$ cat config.mk
export PLATFORM = sky130hd
export DESIGN_NAME = mux_nto1_pipe
export DESIGN_NICKNAME = d
export VERILOG_FILES = /design/src/rtl/alu_mux_pkg.sv /design/src/rtl/mux_pipe_stage.sv /design/src/rtl/mux_nto1_pipe.sv
export SDC_FILE = /design/constraint.sdc
export NUM_CORES = 1
export LEC_CHECK = 0
export CORE_UTILIZATION = 35
export CTS_CLUSTER_SIZE = 12
export DETAILED_ROUTE_END_ITERATION = 7
export GPL_TIMING_DRIVEN = 0
export PLACE_DENSITY = 0.64
export SLEW_MARGIN = 20
export SYNTH_ARGS = -nofsm -noshare
export SYNTH_HDL_FRONTEND = slang
export SYNTH_SLANG_ARGS = --single-unit
$ cat constraint.sdc
create_clock -name clkpos -period 3.3 [get_ports clkpos]
set_input_delay 0.66 -clock clkpos [delete_from_list [all_inputs] [get_ports clkpos]]
set_output_delay 0.66 -clock clkpos [all_outputs]
set_load 0.05 [all_outputs]
$ cat src/rtl/alu_mux_pkg.sv
// Shared helpers and pipeline-stage type for the N:1 pipelined ALU result mux.
`ifndef ALU_MUX_STAGE_T
`define ALU_MUX_STAGE_T(W) struct packed { logic v; logic err; logic [(W)-1:0] d; }
`endif

package alu_mux_pkg;

    function automatic int sel_w(input int n);
        return (n > 1) ? $clog2(n) : 1;
    endfunction

    // Fill value for beats whose select addresses no channel.
    localparam logic MUX_ERR_DATA = '0;

endpackage

$ cat src/rtl/mux_pipe_stage.sv
// One pipeline register of the result mux: holds {v, err, d} and chains ready upstream.
`ifndef ALU_MUX_STAGE_T
`define ALU_MUX_STAGE_T(W) struct packed { logic v; logic err; logic [(W)-1:0] d; }
`endif

module mux_pipe_stage #(
    parameter int WIDTH = 16
) (
    input  logic             clkpos,
    input  logic             rst,
    input  logic             up_valid_i,
    output logic             up_ready_o,
    input  logic             up_err_i,
    input  logic [WIDTH-1:0] up_data_i,
    output logic             dn_valid_o,
    input  logic             dn_ready_i,
    output logic             dn_err_o,
    output logic [WIDTH-1:0] dn_data_o
);

    typedef `ALU_MUX_STAGE_T(WIDTH) stage_t;

    stage_t stage_q;
    stage_t stage_d;
    logic   load;

    // An empty stage always accepts, so bubbles collapse even while downstream stalls.
    assign up_ready_o = !stage_q.v || dn_ready_i;
    assign load       = up_valid_i && up_ready_o;

    // NOTE: stage_d starts as a copy of stage_q so every path assigns it (no latch),
    // and the register below takes it with <= so all stages update on the same edge.
    always_comb begin
        stage_d = stage_q;
        if (load) begin
            stage_d.v   = 1'b1;
            stage_d.err = up_err_i;
            stage_d.d   = up_data_i;
        end else if (dn_ready_i) begin
            stage_d.v = 1'b0;
        end
    end

    always_ff @(posedge clkpos or posedge rst) begin
        if (rst) begin
            stage_q <= '0;
        end else begin
            stage_q <= stage_d;
        end
    end

    assign dn_valid_o = stage_q.v;
    assign dn_err_o   = stage_q.err;
    assign dn_data_o  = stage_q.d;

endmodule

$ cat src/rtl/mux_nto1_pipe.sv
// N-input select-and-forward pipeline with valid/ready flow control and bad-select flagging.
module mux_nto1_pipe
    import alu_mux_pkg::*;
#(
    parameter  int WIDTH  = 16,
    parameter  int NUM_IN = 3,
    parameter  int STAGES = 2,
    localparam int SEL_W  = sel_w(NUM_IN)
) (
    input  logic                    clkpos,
    input  logic                    rst,
    input  logic                    in_valid,
    output logic                    in_ready,
    input  logic [SEL_W-1:0]        in_sel,
    input  logic [NUM_IN*WIDTH-1:0] in_data,
    output logic                    out_valid,
    input  logic                    out_ready,
    output logic [WIDTH-1:0]        out_data,
    output logic                    out_err
);

    logic [WIDTH-1:0] sel_data;
    logic             sel_err;

    always_comb begin
        sel_data = {WIDTH{MUX_ERR_DATA}};
        sel_err  = 1'b1;
        for (int k = 0; k < NUM_IN; k++) begin
            if (int'(in_sel) == k) begin
                sel_data = in_data[k*WIDTH +: WIDTH];
                sel_err  = 1'b0;
            end
        end
    end

    // Index i is the link feeding stage i; index STAGES is the output port.
    logic             v_w   [STAGES+1];
    logic             rdy_w [STAGES+1];
    logic             err_w [STAGES+1];
    logic [WIDTH-1:0] d_w   [STAGES+1];

    assign v_w[0]        = in_valid;
    assign err_w[0]      = sel_err;
    assign d_w[0]        = sel_data;
    assign rdy_w[STAGES] = out_ready;

    for (genvar i = 0; i < STAGES; i++) begin : g_stage
        mux_pipe_stage #(
            .WIDTH (WIDTH)
        ) u_stage (
            .clkpos     (clkpos),
            .rst        (rst),
            .up_valid_i (v_w[i]),
            .up_ready_o (rdy_w[i]),
            .up_err_i   (err_w[i]),
            .up_data_i  (d_w[i]),
            .dn_valid_o (v_w[i+1]),
            .dn_ready_i (rdy_w[i+1]),
            .dn_err_o   (err_w[i+1]),
            .dn_data_o  (d_w[i+1])
        );
    end

    // Refuse beats while reset is held, even though the stages themselves look empty.
    assign in_ready  = rdy_w[0] && !rst;
    assign out_valid = v_w[STAGES];
    assign out_err   = err_w[STAGES];
    assign out_data  = d_w[STAGES];

endmodule

==> impl_metrics.env, run 1 <==
export IMPL_synth_edff_count=0
export IMPL_cts_sinks=36
export IMPL_ir_drop_mv=0.341
export IMPL_p_int_w=0.000992
export IMPL_finalHoldViolations=0
export IMPL_crit_buf_inv=3
export IMPL_multi_input_area_um2=747
export IMPL_tightest_slew_ns=0.508
export IMPL_yosysMostFrequentCell="dfrtp_1"
export IMPL_postCtsHoldBufs=0
export IMPL_htree_levels=2
export IMPL_grt_util_all_layers_pct=16.2
export IMPL_rows=26
export IMPL_path_cells="clkdlybuf4s50_1, inv_4, and2_1, clkdlybuf4s50_1"
export IMPL_die_area_um2=5560
export IMPL_synthFlopType="dfrtp_1"
export IMPL_dp_slack_ns=-0.116
export IMPL_post_dp_hpwl_mm=3.16
export IMPL_cap_violations=0
export IMPL_initial_utilization_pct=36.3
export IMPL_grt_pass1_vias=1439
export IMPL_period_share_pct=95.2
export IMPL_synth_cell_types=15
export IMPL_yosysSeqAreaShare_pct=48.8
export IMPL_cts_tree="yes"
export IMPL_slew_viol_final=0
export IMPL_path_class="in -> out"
export IMPL_startpoint_type="input pin"
export IMPL_cellLeakagePower_nw=1.19
export IMPL_grt_overflow=0
export IMPL_setup_viol=0
export IMPL_pin_count=73
export IMPL_final_nets=267
export IMPL_antenna_left=0
export IMPL_switching_share_pct=34.5
export IMPL_rsz0062_at_grt="no"
export IMPL_synth_ff_latch_count=36
export IMPL_power_density_nw_per_um2=558
export IMPL_grt_max_degree=38
export IMPL_critPathMaxStageDelay_ns=0.81
export IMPL_max_freq_mhz=318
export IMPL_endpoint_kind="output pin"
export IMPL_status="completed"
export IMPL_clkLatencyLatePin_ns=0.28
export IMPL_clkPwrFrac_pct=19.2
export IMPL_yosys_top_cells_count="dfrtp_1, mux2_2, buf_4"
export IMPL_die_width_um=74.6
export IMPL_critPathMaxFanout=37
export IMPL_grt_antenna_before_repair=0
export IMPL_io_buffers=70
export IMPL_drcViolationCount=0
export IMPL_synth_area_leaders="dfrtp_1, mux2_2, mux2i_1, buf_4, o2bb2ai_1"
export IMPL_totalWireLength_mm=4.11
export IMPL_avgSynthCellArea_um2=13.6
export IMPL_syn_area_um2=1840
export IMPL_synth_fp_nets=190
export IMPL_vias=1326
export IMPL_crit_slowest_cell="clkdlybuf4s50_1"
export IMPL_wl_per_cell_um=14.5
export IMPL_cts_buffer_depth=2
export IMPL_area_delta_synth_final_pct=47.1
export IMPL_cts_made_buffers=5
export IMPL_dieHeight_um=74.6
export IMPL_final_area_um2=2710
export IMPL_crit_arrival_ns=2.48
export IMPL_firstDrtPassIters=4
export IMPL_fin_crit_ns=3.14
export IMPL_seq_area_um2=901
export IMPL_relSlewSlack_pct=66.0
export IMPL_cts_root_buf="clkbuf_8"
export IMPL_drt_initial_drc_count=40
export IMPL_clk_pin_slew_ns=0.07
export IMPL_netlist_instances=136
export IMPL_drive_above_1_share_pct=31.9
export IMPL_yosys_warnings=0
export IMPL_cp_required_ns=2.64
export IMPL_place_congestion=0.824
export IMPL_yosysTopAreaCellShare_pct=48.8
export IMPL_synthArstFlopShare_pct=100
export IMPL_antenna_cells=0
export IMPL_power_frac_comb_pct=42.5
export IMPL_fill_cells=448
export IMPL_hp_class="reg -> reg"
export IMPL_power_frac_seq_pct=38.4
export IMPL_final_setup_worst_slack_ns=0.159
export IMPL_p_sw_w=0.000523
export IMPL_skew_ns=0.00460
export IMPL_grt_first_pass_wirelength_mm=6.59
export IMPL_crit_top_cell="clkdlybuf4s50_1"
export IMPL_cpLargestDelayFamily="buffers and inverters"
export IMPL_synth_area_leader_cell="dfrtp_1"
export IMPL_placed_cell_area_um2=2630
export IMPL_vias_per_cell=4.69
export IMPL_core_um2=5070
==> repair_timing <==
action / CTS / global route
setup buffers: 0 / 0
gates resized for setup: 1 / 0
setup endpoints to repair: 1 / 0
==> path summary, 6_finish.rpt <==
| check | startpoint | end | slack [ns] | cells after the start |
|---|---|---|---|---|
| worst max-delay path | rst | in_ready | 0.16 | 4 |
| worst min-delay path | g_stage[0].u_stage.dn_err_o | g_stage[0].u_stage.dn_err_o | 0.50 | 1 |
| worst max register to register | g_stage[0].u_stage.dn_valid_o | g_stage[0].u_stage.dn_data_o[0] | 1.81 | 4 |
| worst min register to register | g_stage[0].u_stage.dn_err_o | g_stage[0].u_stage.dn_err_o | 0.50 | 1 |
| max in group asynchronous | rst | g_stage[0].u_stage.dn_data_o[6] | 2.23 | 2 |
| min in group asynchronous | rst | g_stage[1].u_stage.dn_data_o[8] | 0.75 | 2 |
==> logic make-up after synthesis <==
| group | Yosys count | share of synthesized area (%) |
|---|---|---|
| muxes | 49 | 28.8 |
| DFF | 36 | 48.8 |
| buffers and inverters | 25 | 10.7 |
| AOI/OAI and AO/OA | 17 | 8.14 |
| and+or+nand+nor | 9 | 3.53 |
==> flip-flops by register name (all words and copies together) (netlist names) <==
register	cells
g_stage.u_stage.dn_valid_o	2
g_stage.u_stage.dn_data_o	32
g_stage.u_stage.dn_err_o	2
==> power groups by stage <==
stage | clock network, W | logic, W | registers (W)
detailed placement | 0 | 0.000651 | 0.000590
global placement | 0 | 0.000640 | 0.000583
CTS | 0.000300 | 0.000652 | 0.000582
global route | 0.000318 | 0.000680 | 0.000593
finish | 0.000291 | 0.000643 | 0.000581
floorplan | 0 | 0.000435 | 0.000585
==> through the flow <==
stage	hold WS [ns]	power [W]	TNS (ns)	utilization (%)	std cells
after floorplan	0.459	0.00102	0	-	136
after global routing	0.519	0.00159	0	53.5	283
after CTS	0.507	0.00153	0	53.5	283
after detailed placement	0.488	0.00124	-0.116	51.9	276
after global placement	0.471	0.00122	-0.513	51.9	276
final	0.500	0.00151	0	53.5	283
==> cells in the final DEF, fill, tap and decap left out, drive strengths merged, types with 2 or more instances in the layout <==
cell type,n
o2bb2ai,16
mux2,33
nand2b,3
nand2,2
clkdlybuf4s50,70
buf,24
mux2i,16
clkbuf,6
dfrtp,36
==> area by class of cell <==
class                   count  area share (%)
flip-flops and latches     36            33.2
plain buffers              24            7.10
inverters                   1           0.231
well taps                  70            3.23
clock inverters             1           0.185
clock buffers               6            2.68
repair buffers             70            25.8
multi-input cells          75            27.5
==> worst reg2reg max path: cells and delay by family (launching register included) <==
kind                   cells  cell delay [ns]
buffers and inverters      1             0.24
DFF                        1             0.39
muxes                      1             0.36
and+or+nand+nor            2             0.39
==> routing by layer <==
metal | up-vias | wire (µm) | track usage (%) | part of all wire (%)
met3 | 6 | 344 | 5.28 | 8.4
met1 | 634 | 1710 | 19.0 | 42
met4 | 0 | 51 | 5.03 | 1.2
met2 | 62 | 2000 | 27.9 | 49
li1 | 624 | - | - | -
met5 | - | 0 | 0 | 0
Power figures use the tool's default switching activity.
==> run 2: changes to the inputs <==
--- a/config.mk
+++ b/config.mk
@@ -6,6 +6,7 @@
 export NUM_CORES = 1
 export LEC_CHECK = 0
 export CORE_UTILIZATION = 35
+export CTS_CLUSTER_DIAMETER = 100
 export CTS_CLUSTER_SIZE = 12
 export DETAILED_ROUTE_END_ITERATION = 7
 export GPL_TIMING_DRIVEN = 0
==> constraint.sdc (replaced) <==
create_clock -name clkpos -period 3.6 [get_ports clkpos]
set_input_delay 0.72 -clock clkpos [delete_from_list [all_inputs] [get_ports clkpos]]
set_output_delay 0.72 -clock clkpos [all_outputs]
set_load 0.05 [all_outputs]
==> results of run 2 <==
Same layout as run 1 (identical final DEF). Status: completed.
Among the figures that moved: setup slack after placement -0.116 ns -> 0.0640 ns; number of gates resized after CTS 1 -> 0; setup slack after layout 0.159 ns -> 0.339 ns; register-to-register setup slack 1.81 ns -> 2.11 ns; total power 0.00151 W -> 0.00139 W; worst IR drop on VDD 0.341 mV -> 0.313 mV
==> run 3: changes to the inputs <==
--- a/config.mk
+++ b/config.mk
@@ -5,6 +5,7 @@
 export SDC_FILE = /design/constraint.sdc
 export NUM_CORES = 1
 export LEC_CHECK = 0
+export CORE_MARGIN = 3
 export CORE_UTILIZATION = 35
 export CTS_CLUSTER_DIAMETER = 100
 export CTS_CLUSTER_SIZE = 12
==> impl_metrics.env, run 3 (synthesis gave the netlist of run 1 again) <==
export IMPL_die_area_um2=6180
export IMPL_setup_viol=0
export IMPL_clk_pin_slew_ns=0.07
export IMPL_hp_start="g_stage[0].u_stage.dn_err_o"
export IMPL_max_freq_mhz=307
export IMPL_endpoint_kind="output pin"
export IMPL_grt_antenna_before_repair=0
export IMPL_grt_util_all_layers_pct=14.3
export IMPL_antenna_cells=0
export IMPL_relSlewSlack_pct=65.6
export IMPL_clkLatencyLatePin_ns=0.28
export IMPL_tightest_slew_ns=0.515
export IMPL_dp_slack_ns=0.0717
export IMPL_period_share_pct=90.4
export IMPL_die_width_um=78.6
export IMPL_skew_ns=0.00339
export IMPL_grt_overflow=0
export IMPL_drt_initial_drc_count=44
export IMPL_fin_crit_ns=3.25
export IMPL_dieHeight_um=78.6
export IMPL_io_buffers=70
export IMPL_crit_arrival_ns=2.53
export IMPL_post_dp_hpwl_mm=3.12
export IMPL_power_density_nw_per_um2=512
export IMPL_globalRouteMet2Util_pct=23.6
export IMPL_largest_reg_flops=32
export IMPL_slew_viol_final=0
export IMPL_vias_per_cell=4.70
export IMPL_cts_sinks=36
export IMPL_cp_required_ns=2.88
export IMPL_rsz0062_at_grt="no"
export IMPL_cts_tree="yes"
export IMPL_finalHoldViolations=0
export IMPL_cellLeakagePower_nw=1.20
export IMPL_rows=25
export IMPL_cts_made_buffers=5
export IMPL_final_nets=267
export IMPL_grt_max_degree=38
export IMPL_totalWireLength_mm=4.03
export IMPL_top_usage_layer="met2"
export IMPL_startpoint_type="input pin"
export IMPL_critPathMaxFanout=37
export IMPL_critPathLaunch="rst"
export IMPL_cts_buffer_depth=2
export IMPL_wl_per_cell_um=14.3
export IMPL_final_setup_worst_slack_ns=0.346
export IMPL_cap_violations=0
export IMPL_final_cell_mix="clkdlybuf4s50_1, dfrtp_1, mux2_2, buf_4"
export IMPL_grt_pass1_vias=1442
export IMPL_core_um2=4910
export IMPL_postCtsHoldBufs=0
export IMPL_path_class="in -> out"
export IMPL_timing_rr_start="g_stage[0].u_stage.dn_valid_o"
export IMPL_area_delta_synth_final_pct=47.4
export IMPL_htree_levels=2
export IMPL_utilization_pct=55.4
export IMPL_power_w=0.00139
export IMPL_drcViolationCount=0
export IMPL_antenna_left=0
export IMPL_use_met3_pct=6.88
export IMPL_hp_class="reg -> reg"
export IMPL_place_congestion=0.750
export IMPL_final_area_um2=2720
export IMPL_grt_first_pass_wirelength_mm=6.89
export IMPL_ir_drop_mv=0.376
export IMPL_placed_cell_area_um2=2630
export IMPL_vias=1321
export IMPL_drive_above_1_share_pct=32.7
export IMPL_pin_count=73
export IMPL_gr_usage_met1_pct=16.8
export IMPL_firstDrtPassIters=4
export IMPL_fill_cells=454
export IMPL_initial_utilization_pct=37.6
export IMPL_layout_commonest_cell="clkdlybuf4s50_1"
export IMPL_cts_root_buf="clkbuf_8"
export IMPL_status="completed"
[run 3: cell count changes in the layout (fill, tap and decap cells not counted), sizes merged]
| cell | change |
|---|---|
| clkbuf | -1 |
| clkinv | +2 |
[run 3: report_power, final]
| group | leakage (nW) | switching (W) | internal [W] |
|---|---|---|---|
| Clock | 0.0479 | 0.000141 | 0.000135 |
| Sequential | 0.446 | 0.0000421 | 0.000489 |
| Combinational | 0.703 | 0.000297 | 0.000288 |
| Total | 1.20 | 0.000480 | 0.000912 |
[run 3: cell type report]
type	instances	area, µm²	area share, %
clock inverters	3	18.8	0.690
plain buffers	24	193	7.09
repair buffers	70	701	25.8
flip-flops and latches	36	901	33.1
multi-input cells	75	747	27.5
well taps	67	83.8	3.08
inverters	1	6.26	0.230
clock buffers	5	68.8	2.53
[run 3: routing by layer]
metal	vias to the layer above	wire, µm
met5	-	0
li1	628	-
met2	57	1920
met1	631	1630
met4	0	36
met3	5	450
[run 3: what timing repair did]
action,CTS,global route
setup endpoints to repair,0,1
buffers inserted,0,0
resized for setup,0,2
endpoints found under the hold margin,0,0
[run 3: final timing paths]
kind / endpoint / slack, ns / cells after the start
worst max register to register: g_stage[0].u_stage.dn_data_o[15] / 2.14 / 4
worst min-delay path: g_stage[0].u_stage.dn_err_o / 0.48 / 1
worst max-delay path: in_ready / 0.35 / 4
min in group asynchronous: g_stage[0].u_stage.dn_data_o[12] / 0.80 / 2
worst min register to register: g_stage[0].u_stage.dn_err_o / 0.48 / 1
max in group asynchronous: g_stage[0].u_stage.dn_data_o[6] / 2.49 / 2
[run 3: worst max-delay path: stages]
cell and delay (ns):
clkdlybuf4s50_1 0.44, inv_4 0.35, and2_1 0.21, clkdlybuf4s50_1 0.80
[run 3: stage by stage]
stage,setup TNS (ns),hold WS [ns],instances
5_1_grt,0,0.515,281
6_report,0,0.483,281
2_1_floorplan,0,0.459,136
3_5_place_dp,0,0.474,273
3_3_place_gp,-0.381,0.467,273
4_1_cts,0,0.490,281
==> RTL edit 1, RTL diff (config.mk and constraints of run 1) <==
Put a register stage on the output `out_err`. The value now appears one clock later. The other outputs are not delayed to match.
--- a/src/rtl/mux_nto1_pipe.sv
+++ b/src/rtl/mux_nto1_pipe.sv
@@ -66,3 +66,5 @@
     assign out_valid = v_w[STAGES];
-    assign out_err   = err_w[STAGES];
+    always_ff @(posedge clkpos) begin
+        out_err <= err_w[STAGES];
+    end
     assign out_data  = d_w[STAGES];
Function: changed (Yosys sat finds a counterexample within 4 cycles, from zero or initial values and one cycle with rst high).
==> RTL edit 1 against run 1 <==
  * Sequential power rose by 2%
  * Worst hold slack worse by 130 ps
  * Critical path depth unchanged
  * Total power up 8.2%
  * Clock power is 37% higher
  * First-iteration DRC count increased by 18%
  * Sequential share of layout area about the same
  * Synthesized cell count rose by 0.74%
  * Sequential cell count up 1
  * Non-clock buffer count stayed put
  * Cell area grew 2.2%
  * Routed wire length up 0.90%
  * Area after synthesis up 1.1%
  * Setup slack improved by 5.6 ps
  * Highest routed layer unchanged
==> RTL edit 1: results (changes against run 1) <==
| Metric | Value |
|---|---|
| Status | `complete, no violations` |
| Ant. Diodes | `0 (unchanged)` |
| Hpwl dp | `3256 um (+3.1%)` |
| CTS Buf Count | `5 (unchanged)` |
| Total routed wirelength | `4145 um (+0.90%)` |
| Post-layout instance count excluding filler cells | `285 (+0.71%)` |
| Ys async rst share | `97.30% (-2.7 points)` |
| Number of global-route vias before repair | `1418 (-1.5%)` |
| Main area contributors after synthesis | `dfrtp_1 48%, mux2_2 20%, mux2i_1 8.6%` |
| Root Driver | `clkbuf_8` |
| Post-layout net count | `268 (+0.37%)` |
| IO buf count | `70 (unchanged)` |
| GRT Total Usage | `16.05% (-0.11 points)` |
| Critical path arrival | `2480 ps (about the same)` |
| Mapped Nets | `191 (+0.53%)` |
| Seq/Total Area, Yosys | `49.40% (+0.55 points)` |
| Initial antenna violation count | `0 (unchanged)` |
| Worst slew pin tran | `512.4 ps (+4.639 ps)` |
| Placed Cells | `277 (+0.36%)` |
| Synth Area per Inst | `13.61 um2 (+0.35%)` |
| Final setup skew | `11.19 ps (+6.593 ps)` |
| First-pass GRT wire length | `6486 um (-1.6%)` |
| GP Congestion | `0.7054 (-14%)` |
| Post-placement cell area | `2653 um2 (+0.76%)` |
| Worst vdd ir | `0.2930 mV (-14%)` |
| Hold Path Class | `flop to flop` |
| Layout cells sized above 1 | `32.09% (+0.17 points)` |
| Cell variety after synth | `16 (+1)` |
| Lkg Pwr | `1.216 nW (+2.2%)` |
| Drt pass-1 iters | `3 (-1)` |
| Worst-path clk slew | `80 ps` |
| First DRT Iteration DRCs | `47 (+18%)` |
| Via count | `1337 (+0.83%)` |
| H-tree Lvls | `2 (unchanged)` |
-- RTL edit 1: power breakdown --
part / switching (mW) / leakage, nW / total (mW) / internal, mW
Clock: 0.154 / 0.0585 / 0.400 / 0.246
Combinational: 0.329 / 0.703 / 0.643 / 0.314
Sequential: 0.0468 / 0.454 / 0.595 / 0.548
Total: 0.530 / 1.22 / 1.64 / 1.11
-- RTL edit 1: cell type report --
cell class	count	area [um2]
Fill cell	445	2336
Timing Repair Buffer	70	700.7
Buffer	24	192.7
Tap cell	70	87.58
Inverter	1	6.256
Sequential cell	37	920.9
Clock inverter	1	30.03
Multi-Input combinational cell	75	747.0
Clock buffer	7	86.33
-- RTL edit 1: worst paths after layout --
check | startpoint | endpoint | slack [ps] | cells past startpoint
setup reg to reg | g_stage[0].u_stage.dn_valid_o$_DFFE_PP0P_ | g_stage[0].u_stage.dn_data_o[13]$_DFFE_PP0P_ | 1760 | 4
max in group asynchronous | rst | g_stage[0].u_stage.dn_data_o[15]$_DFFE_PP0P_ | 2240 | 2
min in group asynchronous | rst | g_stage[1].u_stage.dn_data_o[14]$_DFFE_PP0P_ | 740 | 2
setup / recovery | rst | in_ready | 160 | 4
hold / removal | g_stage[1].u_stage.dn_err_o$_DFFE_PP0P_ | out_err$_DFF_P_ | 370 | 0
hold reg to reg | g_stage[1].u_stage.dn_err_o$_DFFE_PP0P_ | out_err$_DFF_P_ | 370 | 0
-- RTL edit 1: stage by stage --
stage	setup slack (ps)	utilization [%]	total power, mW
after floorplan	665.2	-	1.035
after global placement	-499.9	51.94	1.238
after detailed placement	-85.58	51.94	1.255
after CTS	128.1	54.26	1.658
after global routing	37.17	54.26	1.719
final	164.8	54.26	1.638
-- RTL edit 1: metal layers --
metal	wire (um)	track usage (%)	vias to the layer above
li1	-	-	631
met1	1678	17.69	637
met2	2025	28.23	63
met3	400	6.158	6
met4	41	5.660	0
met5	0	0	-
-- RTL edit 1: critical path, cell delays in order --
cell             delay (ps)
clkdlybuf4s50_1         440
inv_4                   350
and2_1                  190
clkdlybuf4s50_1         810
-- RTL edit 1: kinds of logic after synthesis --
family	Yosys count	synth area share [%]
simple gates	9	3.490
mux	49	28.52
compound gates	17	8.053
flops	37	49.40
buf+inv	25	10.54
==> RTL edit 2, RTL diff (settings of run 1) <==
Made on the original files. The parameter `NUM_IN` goes from 3 to 5.
--- a/src/rtl/mux_nto1_pipe.sv
+++ b/src/rtl/mux_nto1_pipe.sv
@@ -5,3 +5,3 @@
     parameter  int WIDTH  = 16,
-    parameter  int NUM_IN = 3,
+    parameter  int NUM_IN = 5,
     parameter  int STAGES = 2,
Ports: changed (resized in_data and in_sel); port bits go from 73 to 106. The function was not compared with the original's and may differ.
==> RTL edit 2 against run 1 <==
  * Critical path depth is 1 higher
  * Via count is 48% higher
  * Sequential cell count stayed put
  * Cell area is 33% higher
  * Total power is 8.2% higher
  * Highest routed layer unchanged
  * Area after synthesis is 29% higher
  * First-iteration DRC count is 5.0% higher
  * Routed wire length is 57% higher
  * Combinational power is 7.9% higher
  * Sequential power is 3% lower
  * Global-route usage is 2.6 points higher
  * Final cell count is 36% higher
  * Critical path type unchanged
  * Setup slack better by 110 ps
  * Register-to-register slack worse by 110 ps
  * The run now ends with design-rule violations left
==> RTL edit 2: results (changes against run 1) <==
| Metric | Value |
|---|---|
| Vias per inst | `5.070 (+8.2%)` |
| Non-clock inverter count | `2 (+1)` |
| Detailed-route DRC error count | `7 (+7)` |
| Number of global-route vias before repair | `2019 (+40%)` |
| Pre-CTS setup slack | `-46.11 ps (+69.90 ps)` |
| Placed Cells | `378 (+37%)` |
| Synth Area per Inst | `11.99 um2 (-12%)` |
| Mapped Nets | `285 (+50%)` |
| Buffering overhead | `35.44% (+2.5 points)` |
| Clock-cell share | `3.081% (+0.22 points)` |
| Worst vdd ir | `0.4667 mV (+37%)` |
| CP max FO | `10 (-73%)` |
| CP max stage delay | `520 ps (-290 ps)` |
| GRT Total Usage | `18.76% (+2.6 points)` |
| Status | `complete, but fails checks` |
| Lkg Pwr | `1.472 nW (+24%)` |
| Filler instances | `571 (+27%)` |
| Multiplexer area fraction after synthesis | `16.39% (-12 points)` |
| Failing checks | `design-rule violations` |
| GP Congestion | `0.7862 (-4.6%)` |
| Drt pass-1 iters | `6 (+2)` |
| CP max-delay cell | `dlygate4sd2_1` |
| Sw Ratio | `33.04% (-1.5 points)` |
| Hpwl dp | `4887 um (+55%)` |
| Non-clk bufs | `138 (+47%)` |
| Total routed wirelength | `6434 um (+57%)` |
| Post-layout instance count excluding filler cells | `386 (+36%)` |
## RTL edit 2: logic make-up (layout without fill, tap and decap cells)
kind of cell           count (synthesis)  count (layout)
AOI/OAI and AO/OA                     49              49
and+or+nand+nor                       42              42
buffers and inverters                 37             148
DFF                                   36              36
muxes                                 34              34
## RTL edit 2: power groups by stage
stage,clock (mW),sequential [mW],combinational [mW]
floorplan,0,0.577,0.441
global placement,0,0.573,0.693
detailed placement,0,0.573,0.698
CTS,0.386,0.566,0.701
global route,0.411,0.578,0.732
finish,0.379,0.566,0.694
## RTL edit 2: worst paths after layout
| path | startpoint | end | slack (ps) | cells past startpoint |
|---|---|---|---|---|
| worst max-delay path | out_ready | in_ready | 270 | 5 |
| worst min-delay path | g_stage[0].u_stage.dn_data_o[9]$_DFFE_PP0P_ | g_stage[0].u_stage.dn_data_o[9]$_DFFE_PP0P_ | 490 | 1 |
| worst max register to register | g_stage[1].u_stage.dn_valid_o$_DFFE_PP0P_ | g_stage[1].u_stage.dn_data_o[4]$_DFFE_PP0P_ | 1700 | 4 |
| worst min register to register | g_stage[0].u_stage.dn_data_o[9]$_DFFE_PP0P_ | g_stage[0].u_stage.dn_data_o[9]$_DFFE_PP0P_ | 490 | 1 |
| max in group asynchronous | rst | g_stage[1].u_stage.dn_data_o[10]$_DFFE_PP0P_ | 2260 | 2 |
| min in group asynchronous | rst | g_stage[1].u_stage.dn_data_o[5]$_DFFE_PP0P_ | 730 | 2 |
## RTL edit 2: routing by layer
metal	wire length (um)	global-route usage, %	vias to the layer above
met5	0	0	-
met1	3122	26.87	914
li1	-	-	968
met4	144	6.780	0
met2	2811	28.54	62
met3	356	3.245	13
## RTL edit 2: critical path: cells and delay by family
kind | cells | cell delay (ps)
buffers and inverters | 3 | 1310
and+or+nand+nor | 2 | 400
